$ cat src/rtl/comparator_bias_ctrl.sv
// comparator_bias_ctrl
//
// Power-up and trim sequencer for the multi-channel comparator bias core.
// On enable it powers the core, waits a settle interval, then walks every
// channel's trim code one LSB per RAMP_DIV clocks toward its programmed
// target. After a second settle interval it reports ready. Small steps keep
// the comparators from glitching on large bias jumps.
//
// Ports
//   VDD/VSS    power pins (only with USE_POWER_PINS)
//   wb_clk_i   clock
//   wb_rst_i   synchronous active-high reset
//   en         level enable request; low returns the block to OFF
//   tgt_load   one-cycle strobe that latches tgt_code (accepted in any state)
//   tgt_code   packed targets, channel i at [i*CODE_W +: CODE_W]
//   bias_en    power enable to the analog bias core
//   bias_code  current trim codes, same packing as tgt_code
//   ready      codes at target and settled
//   busy       sequencing (STARTUP, RAMP or SETTLE)
//   state_o    debug state: OFF=0 STARTUP=1 RAMP=2 SETTLE=3 READY=4
module comparator_bias_ctrl #(
  parameter int NCH        = 2,
  parameter int CODE_W     = 6,
  parameter int SETTLE_CYC = 16,
  parameter int RAMP_DIV   = 4
) (
`ifdef USE_POWER_PINS
  inout  wire                   VDD,
  inout  wire                   VSS,
`endif
  input  logic                  wb_clk_i,
  input  logic                  wb_rst_i,
  input  logic                  en,
  input  logic                  tgt_load,
  input  logic [NCH*CODE_W-1:0] tgt_code,
  output logic                  bias_en,
  output logic [NCH*CODE_W-1:0] bias_code,
  output logic                  ready,
  output logic                  busy,
  output logic [2:0]            state_o
);

  localparam int SW = (SETTLE_CYC > 1) ? $clog2(SETTLE_CYC) : 1;
  localparam int PW = (RAMP_DIV > 1) ? $clog2(RAMP_DIV) : 1;
  localparam logic [SW-1:0] SETTLE_LAST = SW'(SETTLE_CYC - 1);
  localparam logic [PW-1:0] PRESC_LAST  = PW'(RAMP_DIV - 1);

  typedef enum logic [2:0] {
    ST_OFF     = 3'd0,
    ST_STARTUP = 3'd1,
    ST_RAMP    = 3'd2,
    ST_SETTLE  = 3'd3,
    ST_READY   = 3'd4
  } state_t;

  state_t                state_reg, state_next;
  logic [SW-1:0]         settle_cnt_reg, settle_cnt_next;
  logic [PW-1:0]         presc_reg, presc_next;
  logic [NCH*CODE_W-1:0] code_reg, code_next;
  logic [NCH*CODE_W-1:0] tgt_reg;
  logic                  bias_en_reg, bias_en_next;
  logic                  ready_reg, ready_next;
  logic                  busy_reg, busy_next;

  // Per-channel step toward target; a channel already at target holds.
  logic [NCH-1:0]        ch_at_tgt;
  logic [NCH*CODE_W-1:0] code_step;
  logic                  all_at_tgt;

  for (genvar gi = 0; gi < NCH; gi++) begin : g_ch
    logic [CODE_W-1:0] cur;
    logic [CODE_W-1:0] tgt;
    assign cur = code_reg[gi*CODE_W +: CODE_W];
    assign tgt = tgt_reg[gi*CODE_W +: CODE_W];
    assign ch_at_tgt[gi] = (cur == tgt);
    assign code_step[gi*CODE_W +: CODE_W] =
      (cur < tgt) ? cur + CODE_W'(1) :
      (cur > tgt) ? cur - CODE_W'(1) : cur;
  end

  assign all_at_tgt = &ch_at_tgt;

  always_comb begin
    state_next      = state_reg;
    settle_cnt_next = settle_cnt_reg;
    presc_next      = presc_reg;
    code_next       = code_reg;

    if (state_reg != ST_OFF && !en) begin
      // Dropping en from any active state powers down in one edge.
      state_next      = ST_OFF;
      settle_cnt_next = '0;
      presc_next      = '0;
      code_next       = '0;
    end else begin
      unique case (state_reg)
        ST_OFF: begin
          code_next = '0;
          if (en) begin
            state_next      = ST_STARTUP;
            settle_cnt_next = '0;
          end
        end
        ST_STARTUP: begin
          if (settle_cnt_reg == SETTLE_LAST) begin
            state_next = ST_RAMP;
            presc_next = '0;
          end else begin
            settle_cnt_next = settle_cnt_reg + SW'(1);
          end
        end
        ST_RAMP: begin
          // Equality is checked before stepping, so RAMP always spends one
          // extra cycle confirming the final code before settling.
          if (all_at_tgt) begin
            state_next      = ST_SETTLE;
            settle_cnt_next = '0;
          end else if (presc_reg == PRESC_LAST) begin
            code_next  = code_step;
            presc_next = '0;
          end else begin
            presc_next = presc_reg + PW'(1);
          end
        end
        ST_SETTLE: begin
          // A new target restarts the ramp even if it matches the codes.
          if (tgt_load) begin
            state_next = ST_RAMP;
            presc_next = '0;
          end else if (settle_cnt_reg == SETTLE_LAST) begin
            state_next = ST_READY;
          end else begin
            settle_cnt_next = settle_cnt_reg + SW'(1);
          end
        end
        ST_READY: begin
          if (tgt_load) begin
            state_next = ST_RAMP;
            presc_next = '0;
          end
        end
        default: begin
          state_next      = ST_OFF;
          settle_cnt_next = '0;
          presc_next      = '0;
          code_next       = '0;
        end
      endcase
    end
  end

  // Status outputs are registered from the next state so they change on
  // the same edge as the state itself.
  always_comb begin
    bias_en_next = (state_next != ST_OFF);
    busy_next    = (state_next == ST_STARTUP) || (state_next == ST_RAMP) ||
                   (state_next == ST_SETTLE);
    ready_next   = (state_next == ST_READY);
  end

  always_ff @(posedge wb_clk_i) begin
    if (wb_rst_i) begin
      state_reg      <= ST_OFF;
      settle_cnt_reg <= '0;
      presc_reg      <= '0;
      code_reg       <= '0;
      tgt_reg        <= '0;
      bias_en_reg    <= 1'b0;
      ready_reg      <= 1'b0;
      busy_reg       <= 1'b0;
    end else begin
      state_reg      <= state_next;
      settle_cnt_reg <= settle_cnt_next;
      presc_reg      <= presc_next;
      code_reg       <= code_next;
      bias_en_reg    <= bias_en_next;
      ready_reg      <= ready_next;
      busy_reg       <= busy_next;
      if (tgt_load) begin
        tgt_reg <= tgt_code;
      end
    end
  end

  assign bias_en   = bias_en_reg;
  assign bias_code = code_reg;
  assign ready     = ready_reg;
  assign busy      = busy_reg;
  assign state_o   = state_reg;

endmodule
$ cat config.mk
export PLATFORM = sky130hd
export DESIGN_NAME = comparator_bias_ctrl
export DESIGN_NICKNAME = d
export VERILOG_FILES = /design/src/rtl/comparator_bias_ctrl.sv
export SDC_FILE = /design/constraint.sdc
export NUM_CORES = 1
export LEC_CHECK = 0
export CAP_MARGIN = 25
export CORE_ASPECT_RATIO = 0.7
export CORE_UTILIZATION = 27
export CTS_BUF_LIST = sky130_fd_sc_hd__clkbuf_16
export DETAILED_ROUTE_END_ITERATION = 8
export PLACE_DENSITY = 0.53
export SYNTH_ARGS = -nofsm -noshare
export SYNTH_HDL_FRONTEND = slang
export SYNTH_SLANG_ARGS = --single-unit
$ cat constraint.sdc
create_clock -name wb_clk_i -period 8.2 [get_ports wb_clk_i]
set_clock_uncertainty 0.2 [all_clocks]
set_input_delay 2.05 -clock wb_clk_i [delete_from_list [all_inputs] [get_ports wb_clk_i]]
set_output_delay 2.05 -clock wb_clk_i [all_outputs]
set_load 0.05 [all_outputs]
# Word-level counts from Yosys, hierarchy flattened

Index checks and enable logic that the tools add are counted.

Flip-flop bits (word level): 36
Output and inout bits: 18
Word-level logic and storage cells: 83

$add $sub $neg: 6
$lt $le $gt $ge: 4
Equal/unequal tests: 21
Muxes and demuxes: 25
Bitwise operators: 3
Reductions and logical operators: 15

Operator list:

| cell                                             | number |
|---|---|
| 2-to-1 mux 12 bit                                | 2 |
| 2-to-1 mux 6 bit                                 | 4 |
| case mux 12 bit (2 select lines)                 | 1 |
| 2-to-1 mux 3 bit                                 | 7 |
| case mux 4 bit (5 select lines)                  | 1 |
| 2-to-1 mux 4 bit                                 | 4 |
| AND reduction 4 bit                              | 4 |
| case mux 3 bit (5 select lines)                  | 1 |
| adder 6 x 1 -> 6 bit, second input constant      | 2 |
| == test 3 x 2 -> 1 bit, second input constant    | 4 |
| == test 6 bit                                    | 2 |
| > comparator 6 bit                               | 2 |
| less-than comparator 6 bit                       | 2 |
| != test 2 bit, second input constant             | 6 |
| subtractor 6 x 1 -> 6 bit, second input constant | 2 |
| 2-to-1 mux 2 bit                                 | 4 |
| case mux 2 bit (4 select lines)                  | 1 |
| == test 3 x 1 -> 1 bit, second input constant    | 2 |
| == test 3 bit, second input constant             | 2 |
| != test 3 bit, second input constant             | 2 |
| nonzero test 3 bit                               | 2 |
| adder 4 x 1 -> 4 bit, second input constant      | 1 |
| == test 4 bit, second input constant             | 1 |
| OR reduction 2 bit                               | 2 |
| other kinds (10)                                 | 13 |

# Logic depth before layout (Yosys ltp)

Depth in word-level cells: 8
Mapped depth: 13
Mapped depth without buffers: 13

# Least setup slack after synthesis

No wires, ideal clock.

Path type: input to register
Start point: input port wb_rst_i
End point: register code_reg[5] (netlist: bias_code[5])
Setup time: 0.075 ns
Data arrival time: 3.147 ns
Setup slack: 4.778 ns
Cell stages on the path: 5
Cell sequence: clkbuf_1 -> or2_0 -> clkbuf_1 -> or4_1 -> o22ai_1

Cells in the longest elaborated chain, start to end: 1

Ends and longest elaborated chain:

| what                         | line | source |
|---|---|---|
| start, declared              | 32   | `input logic wb_rst_i,` |
| OR reduction 2 bit (no line) | --   |  |
| end signal, assigned         | 175  | `code_reg <= code_next;` |
| end, declared                | 59   | `logic [NCH*CODE_W-1:0] code_reg, code_next;` |

Every way passes these cells.
A chain may end at the register's enable or synchronous reset.

# Worst setup path in the final report

Start point: input port tgt_load
End point: register bias_en_reg (netlist: bias_en)

Cells in the longest elaborated chain, start to end: 4

Ends and longest elaborated chain:

| what                                | line     | source |
|---|---|---|
| start, declared                     | 34       | `input logic tgt_load,` |
| 2-to-1 mux 3 bit (on tied branches) | 137, 127 |  |
| case mux 3 bit (5 select lines) *   | 96       | `unique case (state_reg)` |
| 2-to-1 mux 3 bit *                  | 89       | `if (state_reg != ST_OFF && !en) begin` |
| nonzero test 3 bit *                | 155      | `bias_en_next = (state_next != ST_OFF);` |
| end signal, assigned                | 176      | `bias_en_reg <= bias_en_next;` |
| end, declared                       | 61       | `logic bias_en_reg, bias_en_next;` |

Every way passes the cells marked *; elsewhere a longest branch is shown, timed or not.

==> impl_metrics.json <==
{
  "drt_iter0_drc": 104,
  "wire_per_inst_um": 13.0,
  "cts-resized-gates": 0,
  "r2r_start": "bias_code[4]$_SDFFE_PP0P_",
  "start_util_pct": 28.3,
  "clock-root-buffer": "clkbuf_16",
  "dp_cells": 394,
  "die_height_um": 78.5,
  "arrival_ps": 4180,
  "synth-seq-cells": 36,
  "crit_type": "in2reg",
  "coreArea_um2": 7970,
  "hpwl_mm": 4.13,
  "critPathMaxFanout": 14,
  "synth_cells": 269,
  "port_buffers": 33,
  "synth_flop_cell": "dfxtp_1",
  "yosysSeqAreaShare_pct": 32.0,
  "synth_nets": 309,
  "min_from": "presc_reg[1]$_SDFFE_PP0P_",
  "worstSkewPairLatency_ps": 280,
  "worst_path_most_repeated_cell": "o31ai_1",
  "layout_min_cycle_time_ps": 4210,
  "grt_first_pass_wirelength_mm": 8.75,
  "hp-class": "reg2reg",
  "antenna_found_initial": 0,
  "register_area_um2": 721,
  "fmax_mhz": 238,
  "cts_max_level": 2,
  "worst_pin_slew_ps": 925,
  "relSlewSlack_pct": 38.3,
  "fin_setup_tns_ps": 0,
  "drv_cap": 0,
  "cts_buffer_depth": 2,
  "power_density_nw_per_um2": 162,
  "ys_types": 50,
  "dieArea_um2": 8730,
  "numCtsBuffers": 5,
  "final_cells": 402,
  "clk_pin_slew_worst_paths_ps": 50,
  "syn_area_per_cell_um2": 8.38,
  "grt_overflow_total": 0,
  "synth_edf_count": 0,
  "cts_hold_buf": 0,
  "setup_viol": 0,
  "hold_violations": 0,
  "cp-end-kind": "register",
  "start_kind": "input port",
  "async_flop_share_pct": 0,
  "grt_use_total_pct": 12.6,
  "multi_input_area_um2": 1390,
  "cts.sinks": 36,
  "die_w_um": 111,
  "worst_path_max_delay_cell": "clkdlybuf4s50_1",
  "finalWirelength_mm": 5.24,
  "synth_area_um2": 2250,
  "fillCellCount": 824,
  "avgViaCountPerCell": 4.91,
  "final_nets": 340,
  "cpPeakStageDelay_ps": 990,
  "grt_max_degree": 18,
  "place.gp.congestion": 0.755,
  "final.period_utilization_pct": 51.3,
  "num_rows": 27,
  "diodes": 0,
  "via_count": 1975,
  "failed_checks": "DRC",
  "leakagePower_nw": 1.17,
  "status": "finished with violations",
  "critPathLaunch": "tgt_load",
  "maxSlewViolCount": 0,
  "pin_count": 34,
  "post-cts-setup-buffer-count": 0,
  "rsz0062_at_grt": "no",
  "peakVddDrop_v": 0.0000669,
  "drive_gt1_share_pct": 5.98,
  "yosys_warnings": 0,
  "cts_tree": "built",
  "worstPathCellList": "clkdlybuf4s50_1, inv_1, o21ai_1, nand2_1, o31ai_1, o31ai_1, or2_1",
  "crit_family": "buffers and inverters",
  "critPathBufInv": 2,
  "drc": 4,
  "ant_nets": 0,
  "critPathRequiredTime_ps": 8170,
  "syn2layout_area_growth_pct": 25.6,
  "drt_pass1_iterations": 6,
  "grt_pass1_vias": 1806,
  "total_power_uw": 460
}
[worst min-delay path, delay by kind of cell, from the launching register on]
kind | cells | cell delay, ps
flip-flops | 1 | 310
AND/OR/NAND/NOR | 1 | 50
AO/OA/AOI/OAI | 1 | 50
[worst paths after layout]
path,endpoint,slack (ps),cells past startpoint
worst max register to register,bias_code[5]$_SDFFE_PP0P_,4770,12
worst max-delay path,bias_en$_SDFF_PP0_,3990,7
worst min register to register,presc_reg[1]$_SDFFE_PP0P_,250,2
worst min-delay path,presc_reg[1]$_SDFFE_PP0P_,250,2
[stage by stage]
step           setup WS [ps]  hold WS (ps)  util (%)  instance area [um^2]
2_1_floorplan           4780           232         -                  2250
3_3_place_gp            3720           244      33.5                  2670
3_5_place_dp            3680           248      33.5                  2670
4_1_cts                 3960           257      35.5                  2830
5_1_grt                 3820           283      35.5                  2830
6_report                3990           254      35.5                  2830
[layout by cell type (no fill, tap or decap), types with 6 or more instances in the layout]
cell and n:
nand2_1 22, mux2i_1 14, ha_1 22, a21oi_1 22, nand3_1 12, inv_1 24
a21o_1 6, xnor2_1 6, clkdlybuf4s50_1 33, nor2_1 21, dfxtp_1 36, o21ai_0 6
[per-layer routing]
metal | vias up | GRT usage, % | routed length [um] | share of wire, %
li1 | 1017 | - | - | -
met4 | 0 | 4.86 | 76 | 1.4
met1 | 914 | 17.7 | 2790 | 53
met3 | 8 | 2.86 | 206 | 3.9
met2 | 36 | 18.6 | 2170 | 41
met5 | - | 0 | 0 | 0
[area by class of cell]
cell class / count / share of cell area (%)
multi-input cells: 198 / 49.2
flip-flops and latches: 36 / 25.5
repair buffers: 33 / 11.7
well taps: 101 / 4.46
clock buffers: 5 / 4.42
inverters: 26 / 3.45
clock inverters: 3 / 1.37
[report_power, final]
part	total (mW)	switching, mW	internal (mW)
logic	0.0627	0.0355	0.0272
registers	0.182	0.00282	0.180
clock network	0.215	0.0729	0.142
[Yosys cell counts (all sizes together) (2+ instances only)]
cell type  count  area share [%]
mux2i         14             6.2
or2            3            0.83
nor4           2            0.55
inv           26             4.3
o21ai         10             2.2
a211oi         3             1.0
nor3           6             1.6
nor2          22             3.8
nand4          4             1.1
clkbuf         5            0.83
or3            5             1.6
o22ai          2            0.55
nand3         12             2.7
nand2b         4             1.1
buf            4             1.1
o31ai          3             1.0
nor3b          2            0.67
ha            22              12
xor2           2            0.78
fa             2             1.8
nand2         22             3.7
and3           2            0.55
xnor2          6             2.3
a22oi          2            0.89
dfxtp         36              32
a221oi         2             1.1
o21bai         2            0.67
a21oi         24             5.7
or4            5             1.7
a21o           6             2.0
[logic make-up (layout without fill, tap and decap cells)]
group | count (synthesis) | after routing | share of synthesized area [%]
AO/OA/AOI/OAI | 61 | 61 | 18.0
multiplexers | 14 | 14 | 6.22
adder cells (fa/ha/maj) | 24 | 24 | 14.0
flip-flops | 36 | 36 | 32.0
buffers and inverters | 35 | 67 | 6.27
XOR/XNOR | 8 | 8 | 3.11
AND/OR/NAND/NOR | 91 | 91 | 20.4
Power figures use the tool's default switching activity.
==> edit: new RTL, same flow settings <==
Reset style: asynchronous (`wb_rst_i`), changed in one clocked block. Comments in the files are not updated.
--- a/src/rtl/comparator_bias_ctrl.sv
+++ b/src/rtl/comparator_bias_ctrl.sv
@@ -159,5 +159,5 @@
   end
 
-  always_ff @(posedge wb_clk_i) begin
+  always_ff @(posedge wb_clk_i or posedge wb_rst_i) begin
     if (wb_rst_i) begin
       state_reg      <= ST_OFF;
Function: differs if wb_rst_i is asserted again (counterexample within 4 cycles, from zero or initial values and one cycle with wb_rst_i high); with wb_rst_i held inactive, the same outputs for 10 cycles.
==> edit against the original RTL <==
  * The flow still finishes with violations (DRC)
  * Non-clock buffer count up 1
  * Hold slack better by 31 ps
  * Global-route usage up 0.74 points
  * Worst setup slack better by 64 ps
  * Sequential cell count unchanged
  * Synthesized area up 0.72%
  * Cell area up 1.5%
  * Total power down 0.73%
  * Wire length up 0.38%
  * Critical path type unchanged
  * Largest power group unchanged
==> edit: results (changes against the original RTL) <==
- Run status: finished, violations left
- Failing checks: DRC
- Critical path arrival: 4100 ps (-80 ps)
- Top post-synthesis cells by count: dfrtp_1, nand2_1, o21ai_0, inv_1, ha_1
- First-pass GRT wire length: 9290 um (+6.2%)
- FF-to-FF path depth: 11 (-1)
- Core ar.: 8010 um^2 (+0.42%)
- Cell family with most CP delay: compound AO/OA/AOI/OAI gates
- Global Route Usage Sum: 0.134 (+0.00738)
- Final WL: 5260 um (+0.38%)
- Syn nets: 282 (-8.7%)
- Share of cells above drive strength 1: 0.0719 (+0.0121)
- Worst Hold Path Cells: 1 (-1)
- Top_reg_cell synth: dfrtp_1
- Placed cell area: 2710 um^2 (+1.5%)
- Slew HR: 0.380 (-0.00357)
- Via count: 1824 (-7.6%)
- 1st-iter DRT viols: 70 (-33%)
- Post-synthesis sequential area ratio: 0.397 (+0.0770)
- DR DRC count: 6 (+2)
- CP max FO: 27 (+13)
- LEAKAGE: 1.34 nW (+15%)
- Min-delay src: settle_cnt_reg[3]$_DFFE_PP0P_
- TritonRoute pass-1 iters: 7 (+1)
- Main area contributors after synthesis: dfrtp_1, ha_1, nand2_1, o21ai_0, inv_1
- # nets final: 317 (-6.8%)
- FF-to-FF End: bias_code[11]$_DFFE_PP0P_
- Clk pwr: 220 uW (+2%)
- Internal power: 348 uW (-0.12%)
- Sw frac: 0.237 (-0.00466)
- Largest net degree at the start of global routing: 37 (+19)
- GP Congestion: 0.742 (-1.7%)
- Combinational fraction of design power: 0.106 (-0.030)
- Fillers: 807 (-2.1%)
- Max VDD drop: 75.4 uV (+13%)
- Worst Setup EP: settle_cnt_reg[2]$_DFFE_PP0P_
==> edit: cell families (layout without fill, tap and decap cells) <==
family / Yosys count / after routing / synth area share
xor gates and xnor gates: 7 / 7 / 0.0270
DFF: 36 / 36 / 0.397
buffers and inverters: 30 / 66 / 0.0523
AOI/OAI and AO/OA: 71 / 71 / 0.206
and+or+nand+nor: 69 / 69 / 0.152
adders and majority gates: 24 / 24 / 0.139
muxes: 5 / 5 / 0.0275
==> edit: layer usage <==
| layer | part of all wire | global-route usage | wire length (um) |
|---|---|---|---|
| met5 | 0 | 0 | 0 |
| met1 | 0.56 | 0.198 | 2970 |
| met2 | 0.38 | 0.193 | 2020 |
| met4 | 0.0046 | 0.0324 | 24 |
| met3 | 0.047 | 0.0321 | 248 |
==> edit: stage by stage <==
step	setup WS, ps	instances	hold slack [ps]	util
final	4060	379	285	0.359
after global routing	3830	379	326	0.359
after CTS	4090	379	285	0.359
after detailed placement	3790	371	275	0.338
after global placement	3860	371	259	0.338
after floorplan	4820	242	237	-
==> edit: area by class of cell <==
| cell class | count | area (um^2) | share of cell area |
|---|---|---|---|
| Timing Repair Buffer | 34 | 338 | 0.118 |
| Inverter | 24 | 90.1 | 0.0313 |
| Clock inverter | 3 | 42.5 | 0.0148 |
| Sequential cell | 36 | 901 | 0.313 |
| Multi-Input combinational cell | 176 | 1250 | 0.435 |
| Tap cell | 101 | 126 | 0.0440 |
| Clock buffer | 5 | 125 | 0.0435 |
==> edit: worst reg2reg max path, delay by kind of cell, from the launching register on <==
family / cells / cell delay [ps]
AOI/OAI and AO/OA: 9 / 1930
adders and majority gates: 2 / 690
DFF: 1 / 430
